$ cat config.mk
export PLATFORM = sky130hd
export DESIGN_NAME = image_capture_multi
export DESIGN_NICKNAME = d
export VERILOG_FILES = /design/src/rtl/image_capture_multi.sv
export SDC_FILE = /design/constraint.sdc
export NUM_CORES = 1
export LEC_CHECK = 0
export ABC_CLOCK_PERIOD_IN_PS = 1700
export BUFFER_PORTS_ARGS = -buffer_cell sky130_fd_sc_hd__buf_2
export CORE_UTILIZATION = 30
export CTS_CLUSTER_SIZE = 12
export DETAILED_ROUTE_END_ITERATION = 6
export SLEW_MARGIN = 20
export SYNTH_ARGS = -nofsm -noshare
export SYNTH_HDL_FRONTEND = slang
export SYNTH_SLANG_ARGS = --single-unit
$ cat constraint.sdc
create_clock -name clk -period 1.7 [get_ports clk]
set_input_delay 0.085 -clock clk [delete_from_list [all_inputs] [get_ports clk]]
set_output_delay 0.085 -clock clk [all_outputs]
set_load 0.03 [all_outputs]
$ cat src/rtl/image_capture_multi.sv
// Camera capture front end: synchronises a DVP-style camera bus into the clk
// domain and assembles RGB444 / RGB565 / RAW8 pixels with x/y coordinates.
module image_capture_multi #(
  parameter int X_W   = 10,
  parameter int Y_W   = 9,
  parameter int MAX_W = 640,
  parameter int MAX_H = 480
) (
  input  logic           clk,
  input  logic           rst,
  input  logic           en,
  input  logic [1:0]     mode,
  input  logic           vsync,
  input  logic           href,
  input  logic           pclk,
  input  logic [7:0]     data,
  output logic [15:0]    pixel_data,
  output logic           pixel_valid,
  output logic [X_W-1:0] pixel_x,
  output logic [Y_W-1:0] pixel_y,
  output logic           line_done,
  output logic           frame_done,
  output logic [15:0]    frame_count,
  output logic           line_err,
  output logic           busy
);

  typedef enum logic [1:0] {
    IDLE     = 2'd0,
    WAIT_SOF = 2'd1,
    CAPTURE  = 2'd2,
    SKIP     = 2'd3
  } state_t;

  localparam logic [1:0] MODE_RGB444 = 2'b00;
  localparam logic [1:0] MODE_RAW8   = 2'b10;

  localparam logic [X_W:0] X_LIMIT = (X_W + 1)'(MAX_W);
  localparam logic [Y_W:0] Y_LIMIT = (Y_W + 1)'(MAX_H);

  state_t state, state_next;

  // Bit 0/1 form the two-flop synchroniser, bit 2 is the previous value for edge detection.
  logic [2:0] vs_sh, hr_sh, pc_sh;
  logic [7:0] data_d1, data_d2;

  logic       pclk_rise_q;
  logic       href_q;
  logic       href_fall_q;
  logic       vs_q;
  logic       vs_rise_q;
  logic       vs_fall_q;
  logic [7:0] byte_q;

  logic [1:0]   mode_q;
  logic         phase;
  logic [7:0]   byte0;
  logic [X_W:0] x_cnt;
  logic [Y_W:0] y_cnt;

  logic        sof;
  logic        eof_cap;
  logic        byte_ev;
  logic        line_end;
  logic        completes;
  logic        in_range;
  logic [15:0] assembled;

  always_ff @(posedge clk) begin
    if (!rst) begin
      vs_sh   <= '0;
      hr_sh   <= '0;
      pc_sh   <= '0;
      data_d1 <= '0;
      data_d2 <= '0;
    end else begin
      vs_sh   <= {vs_sh[1:0], vsync};
      hr_sh   <= {hr_sh[1:0], href};
      pc_sh   <= {pc_sh[1:0], pclk};
      data_d1 <= data;
      data_d2 <= data_d1;
    end
  end

  // Edge events are registered once so every action lands three clk after raw pclk is first seen high.
  always_ff @(posedge clk) begin
    if (!rst) begin
      pclk_rise_q <= 1'b0;
      href_q      <= 1'b0;
      href_fall_q <= 1'b0;
      vs_q        <= 1'b0;
      vs_rise_q   <= 1'b0;
      vs_fall_q   <= 1'b0;
      byte_q      <= '0;
    end else begin
      pclk_rise_q <= pc_sh[1] & ~pc_sh[2];
      href_q      <= hr_sh[1];
      href_fall_q <= ~hr_sh[1] & hr_sh[2];
      vs_q        <= vs_sh[1];
      vs_rise_q   <= vs_sh[1] & ~vs_sh[2];
      vs_fall_q   <= ~vs_sh[1] & vs_sh[2];
      byte_q      <= data_d2;
    end
  end

  always_ff @(posedge clk) begin
    if (!rst) begin
      state <= IDLE;
    end else begin
      state <= state_next;
    end
  end

  always_comb begin
    state_next = state;
    sof        = 1'b0;
    eof_cap    = 1'b0;
    byte_ev    = 1'b0;
    line_end   = 1'b0;
    unique case (state)
      IDLE: begin
        if (vs_q) state_next = WAIT_SOF;
      end
      WAIT_SOF: begin
        if (vs_fall_q) begin
          sof        = 1'b1;
          state_next = en ? CAPTURE : SKIP;
        end
      end
      CAPTURE: begin
        byte_ev  = pclk_rise_q & href_q;
        line_end = href_fall_q;
        if (vs_rise_q) begin
          eof_cap    = 1'b1;
          state_next = WAIT_SOF;
        end
      end
      SKIP: begin
        if (vs_rise_q) state_next = WAIT_SOF;
      end
      default: state_next = IDLE;
    endcase
  end

  always_comb begin
    completes = (mode_q == MODE_RAW8) | phase;
    in_range  = (x_cnt < X_LIMIT) && (y_cnt < Y_LIMIT);
    if (mode_q == MODE_RAW8) begin
      assembled = {8'h00, byte_q};
    end else if (mode_q == MODE_RGB444) begin
      assembled = {4'h0, byte0[3:0], byte_q};
    end else begin
      assembled = {byte0, byte_q};
    end
  end

  assign busy = (state == CAPTURE);

  always_ff @(posedge clk) begin
    if (!rst) begin
      mode_q      <= '0;
      phase       <= 1'b0;
      byte0       <= '0;
      x_cnt       <= '0;
      y_cnt       <= '0;
      pixel_data  <= '0;
      pixel_valid <= 1'b0;
      pixel_x     <= '0;
      pixel_y     <= '0;
      line_done   <= 1'b0;
      frame_done  <= 1'b0;
      frame_count <= '0;
      line_err    <= 1'b0;
    end else begin
      pixel_valid <= 1'b0;
      line_done   <= 1'b0;
      frame_done  <= 1'b0;

      if (sof) begin
        mode_q <= mode;
        phase  <= 1'b0;
        x_cnt  <= '0;
        y_cnt  <= '0;
        if (en) line_err <= 1'b0;
      end

      if (byte_ev) begin
        if (completes) begin
          phase <= 1'b0;
          // Out-of-range pixels are dropped and x saturates instead of wrapping.
          if (in_range) begin
            pixel_valid <= 1'b1;
            pixel_data  <= assembled;
            pixel_x     <= x_cnt[X_W-1:0];
            pixel_y     <= y_cnt[Y_W-1:0];
            x_cnt       <= x_cnt + (X_W + 1)'(1);
          end else begin
            line_err <= 1'b1;
          end
        end else begin
          byte0 <= byte_q;
          phase <= 1'b1;
        end
      end

      if (line_end) begin
        line_done <= 1'b1;
        phase     <= 1'b0;
        x_cnt     <= '0;
        if (y_cnt < Y_LIMIT) y_cnt <= y_cnt + (Y_W + 1)'(1);
        if (phase) line_err <= 1'b1;
      end

      if (eof_cap) begin
        frame_done  <= 1'b1;
        frame_count <= frame_count + 16'd1;
      end
    end
  end

endmodule
==> impl_metrics.toml <==
[outcome]
status = "complete, no violations"

[synthesis]
synth_area_mm2 = 0.00454
synth_fp_nets = 522
synth-edff-count = 0
synthTopCellsByArea = "dfxtp_1 56%, nand2_1 7.4%, a21oi_1 5.6%"
synth_top_area_share_pct = 55.5
synth-seq-cells = 126
avgSynthCellArea_um2 = 9.03
yosysTopAreaCell = "dfxtp_1"
ys.flop_type = "dfxtp_1"
async_reset_ff_share_pct = 0
synth_cell_types = 44
syn_inst = 503
yosysWarningCount = 0
ys_seq_area_share_pct = 55.5

[floorplanning]
start_util_pct = 31.0
fp-row-count = 44
core_mm2 = 0.0146
design.die.area_mm2 = 0.0156
die_w_um = 125
ioPinCount = 72
dieHeight_um = 125

[finish]
n_antenna_cell = 0
nets = 629
multi_input_area_mm2 = 0.00193
drive_gt1_share_pct = 24.1
fillers = 1455
final_area_mm2 = 0.00611
final_cell_count_no_fill = 807
register_area_mm2 = 0.00252
area_delta_synth_final_pct = 34.4

[routing]
ant_nets = 0
viasPerCell = 4.62
wl_um = 9810
dr.pass1.iters = 6
drcViolationCount = 0
routedWlPerCell_um = 12.2
via_count = 3725
first_iter_violations = 236

[power_and_ir_drop]
ir_drop_v = 0.000553
total_power_mw = 7.16
power.density_mw_per_mm2 = 1170
p_leak_nw = 2.48

[sta]
max-slew-margin-rel_pct = 71.3
rsz0062_at_grt = "true"
tns_ns = 0
hold_slack_ns = 0.383
worst_pin_slew_ns = 0.431
fmax_mhz = 613
setup_viol = 0
fin_crit_ns = 1.63
slew_violations = 0
min_period_over_period_pct = 96.0
fin_skew_ns = 0.00907
hold_violations = 0

[worst_setup_path]
rr_startpoint = "y_cnt[5]$_SDFF_PN0_"
cp.arrival_ns = 1.98
critical_path_required_ns = 2.05
crit_fanout = 7
r2r_cells = 5
path_class = "flip-flop to flip-flop"
r2r-end = "x_cnt[8]$_SDFF_PP0_"
timing.reg2reg.setup_slack_ns = 0.07
endpoint_kind = "flip-flop"
start_kind = "flip-flop"

[clock_tree]
cts_tree = "done"
cts.sinks = 126
cts_root_buffer = "clkbuf_16"
htree_levels = 4
clk_latency_ns = 0.41
clk_transition_reported_paths_ns = 0.05
clockBufferDepth = 2
numCtsBuffers = 17

[flow_run]
cap_viol_max_count = 0

[placement]
placedInstanceArea_mm2 = 0.00524
place.port_buffers = 71
gp_congestion = 0.771
hpwl_um = 6810
dpl.cell_count = 758

[grt]
gr-total-overflow = 0
grt_pass1_vias = 3537
antenna_found_initial = 0
track_usage_pct = 13.4
grt_pass1_wl_um = 16800
grt_start_max_net_pins = 43

[min_path]
holdCritStartpoint = "pc_sh[2]$_SDFF_PN0_"
min_to = "pclk_rise_q$_SDFF_PN0_"
hold_path_class = "flip-flop to flip-flop"
holdPathStages = 1
-- sequential cells by signal (all words and copies together) (netlist names), 2 cells and up --
| name | count |
|---|---|
| byte0 | 8 |
| byte_q | 8 |
| data_d1 | 8 |
| data_d2 | 8 |
| frame_count | 16 |
| hr_sh | 3 |
| mode_q | 2 |
| pc_sh | 3 |
| pixel_data | 16 |
| pixel_x | 10 |
| pixel_y | 9 |
| state | 2 |
| vs_sh | 3 |
| x_cnt | 11 |
| y_cnt | 10 |
-- cell type report --
cell class / count / share of cell area, %
Sequential cell: 126 / 41.3
Multi-Input combinational cell: 345 / 31.5
Timing Repair Buffer: 116 / 12.2
Clock buffer: 20 / 7.64
Tap cell: 184 / 3.77
Clock inverter: 12 / 3.36
Inverter: 4 / 0.246
-- per-stage QoR --
step | setup slack, ns | util [%]
floorplan | 0.0672 | -
global placement | 0.0498 | 35.8
detailed placement | 0.0503 | 35.8
CTS | 0.0296 | 41.4
global route | -0.0116 | 41.7
finish | 0.0676 | 41.7
-- how the worst max path moves through the flow --
stage | start | end | slack, ns | cells past startpoint
2_1_floorplan | state[0]$_SDFFE_PN0P_ | x_cnt[3]$_SDFF_PP0_ | 0.07 | 6
3_3_place_gp | state[0]$_SDFFE_PN0P_ | x_cnt[8]$_SDFF_PP0_ | 0.05 | 5
3_5_place_dp | state[0]$_SDFFE_PN0P_ | x_cnt[8]$_SDFF_PP0_ | 0.05 | 5
4_1_cts | state[0]$_SDFFE_PN0P_ | x_cnt[8]$_SDFF_PP0_ | 0.03 | 5
5_1_grt | y_cnt[5]$_SDFF_PN0_ | x_cnt[5]$_SDFF_PP0_ | -0.01 | 6
6_report | y_cnt[5]$_SDFF_PN0_ | x_cnt[8]$_SDFF_PP0_ | 0.07 | 5
-- report_power, final --
part,switching (mW),internal (mW)
sequential,0.0102,2.99
clock,1.30,2.73
combinational,0.0654,0.0617
total,1.38,5.78
-- worst max-delay path, cell delays in order (launching register included) --
cell	delay (ns)
dfxtp_1	0.35
a41oi_4	0.25
nand3b_2	0.14
or2_4	0.28
or4_1	0.47
nand3_1	0.09
-- logic make-up (layout without fill, tap and decap cells) --
logic type | after synthesis | after routing | share of synthesized area (%)
adder cells (fa/ha/maj) | 3 | 3 | 0.826
AO/OA/AOI/OAI | 71 | 71 | 9.33
buffers and inverters | 32 | 152 | 3.00
multiplexers | 11 | 11 | 2.48
AND/OR/NAND/NOR | 245 | 245 | 26.0
XOR/XNOR | 15 | 15 | 2.89
flip-flops | 126 | 126 | 55.5
-- metal layers --
| layer | vias up | global-route usage, % | share of wire [%] |
|---|---|---|---|
| met3 | 13 | 4.07 | 4.5 |
| met5 | - | 0 | 0 |
| met4 | 0 | 7.96 | 2.4 |
| li1 | 1903 | - | - |
| met1 | 1734 | 16.4 | 47 |
| met2 | 75 | 20.7 | 46 |
-- what timing repair did --
item | CTS | global route
setup buffers | 0 | 2
gates resized for setup | 0 | 6
endpoints found under the hold margin | 15 | 0
endpoints found under the setup margin | 0 | 10
hold buffers | 15 | 0
-- layout by cell type (no fill, tap or decap), types with 3 or more instances in the layout --
cell / count
a21oi_1: 51
and2_1: 35
and3_1: 5
buf_2: 71
buf_4: 29
bufinv_16: 5
clkbuf_16: 17
clkbuf_8: 3
dfxtp_1: 126
dlygate4sd3_1: 15
ha_1: 3
inv_1: 3
mux2i_1: 9
nand2_1: 90
nand3_1: 25
nand3b_1: 3
nand4_1: 12
nor2_1: 44
nor2b_1: 5
nor3_1: 3
nor3_2: 3
o21ai_0: 6
or3_1: 4
xnor2_1: 4
xor2_1: 11
-- Yosys cell counts (5+ instances only) --
library cell,instances
dfxtp_1,126
nand2_1,90
a21oi_1,51
nor2_1,46
and2_1,35
nand3_1,25
clkbuf_1,21
nand4_1,12
xor2_1,11
mux2i_1,9
nor2b_1,7
nor3_1,6
o21ai_0,6
and3_1,5
(Power assumes the default switching activity.)
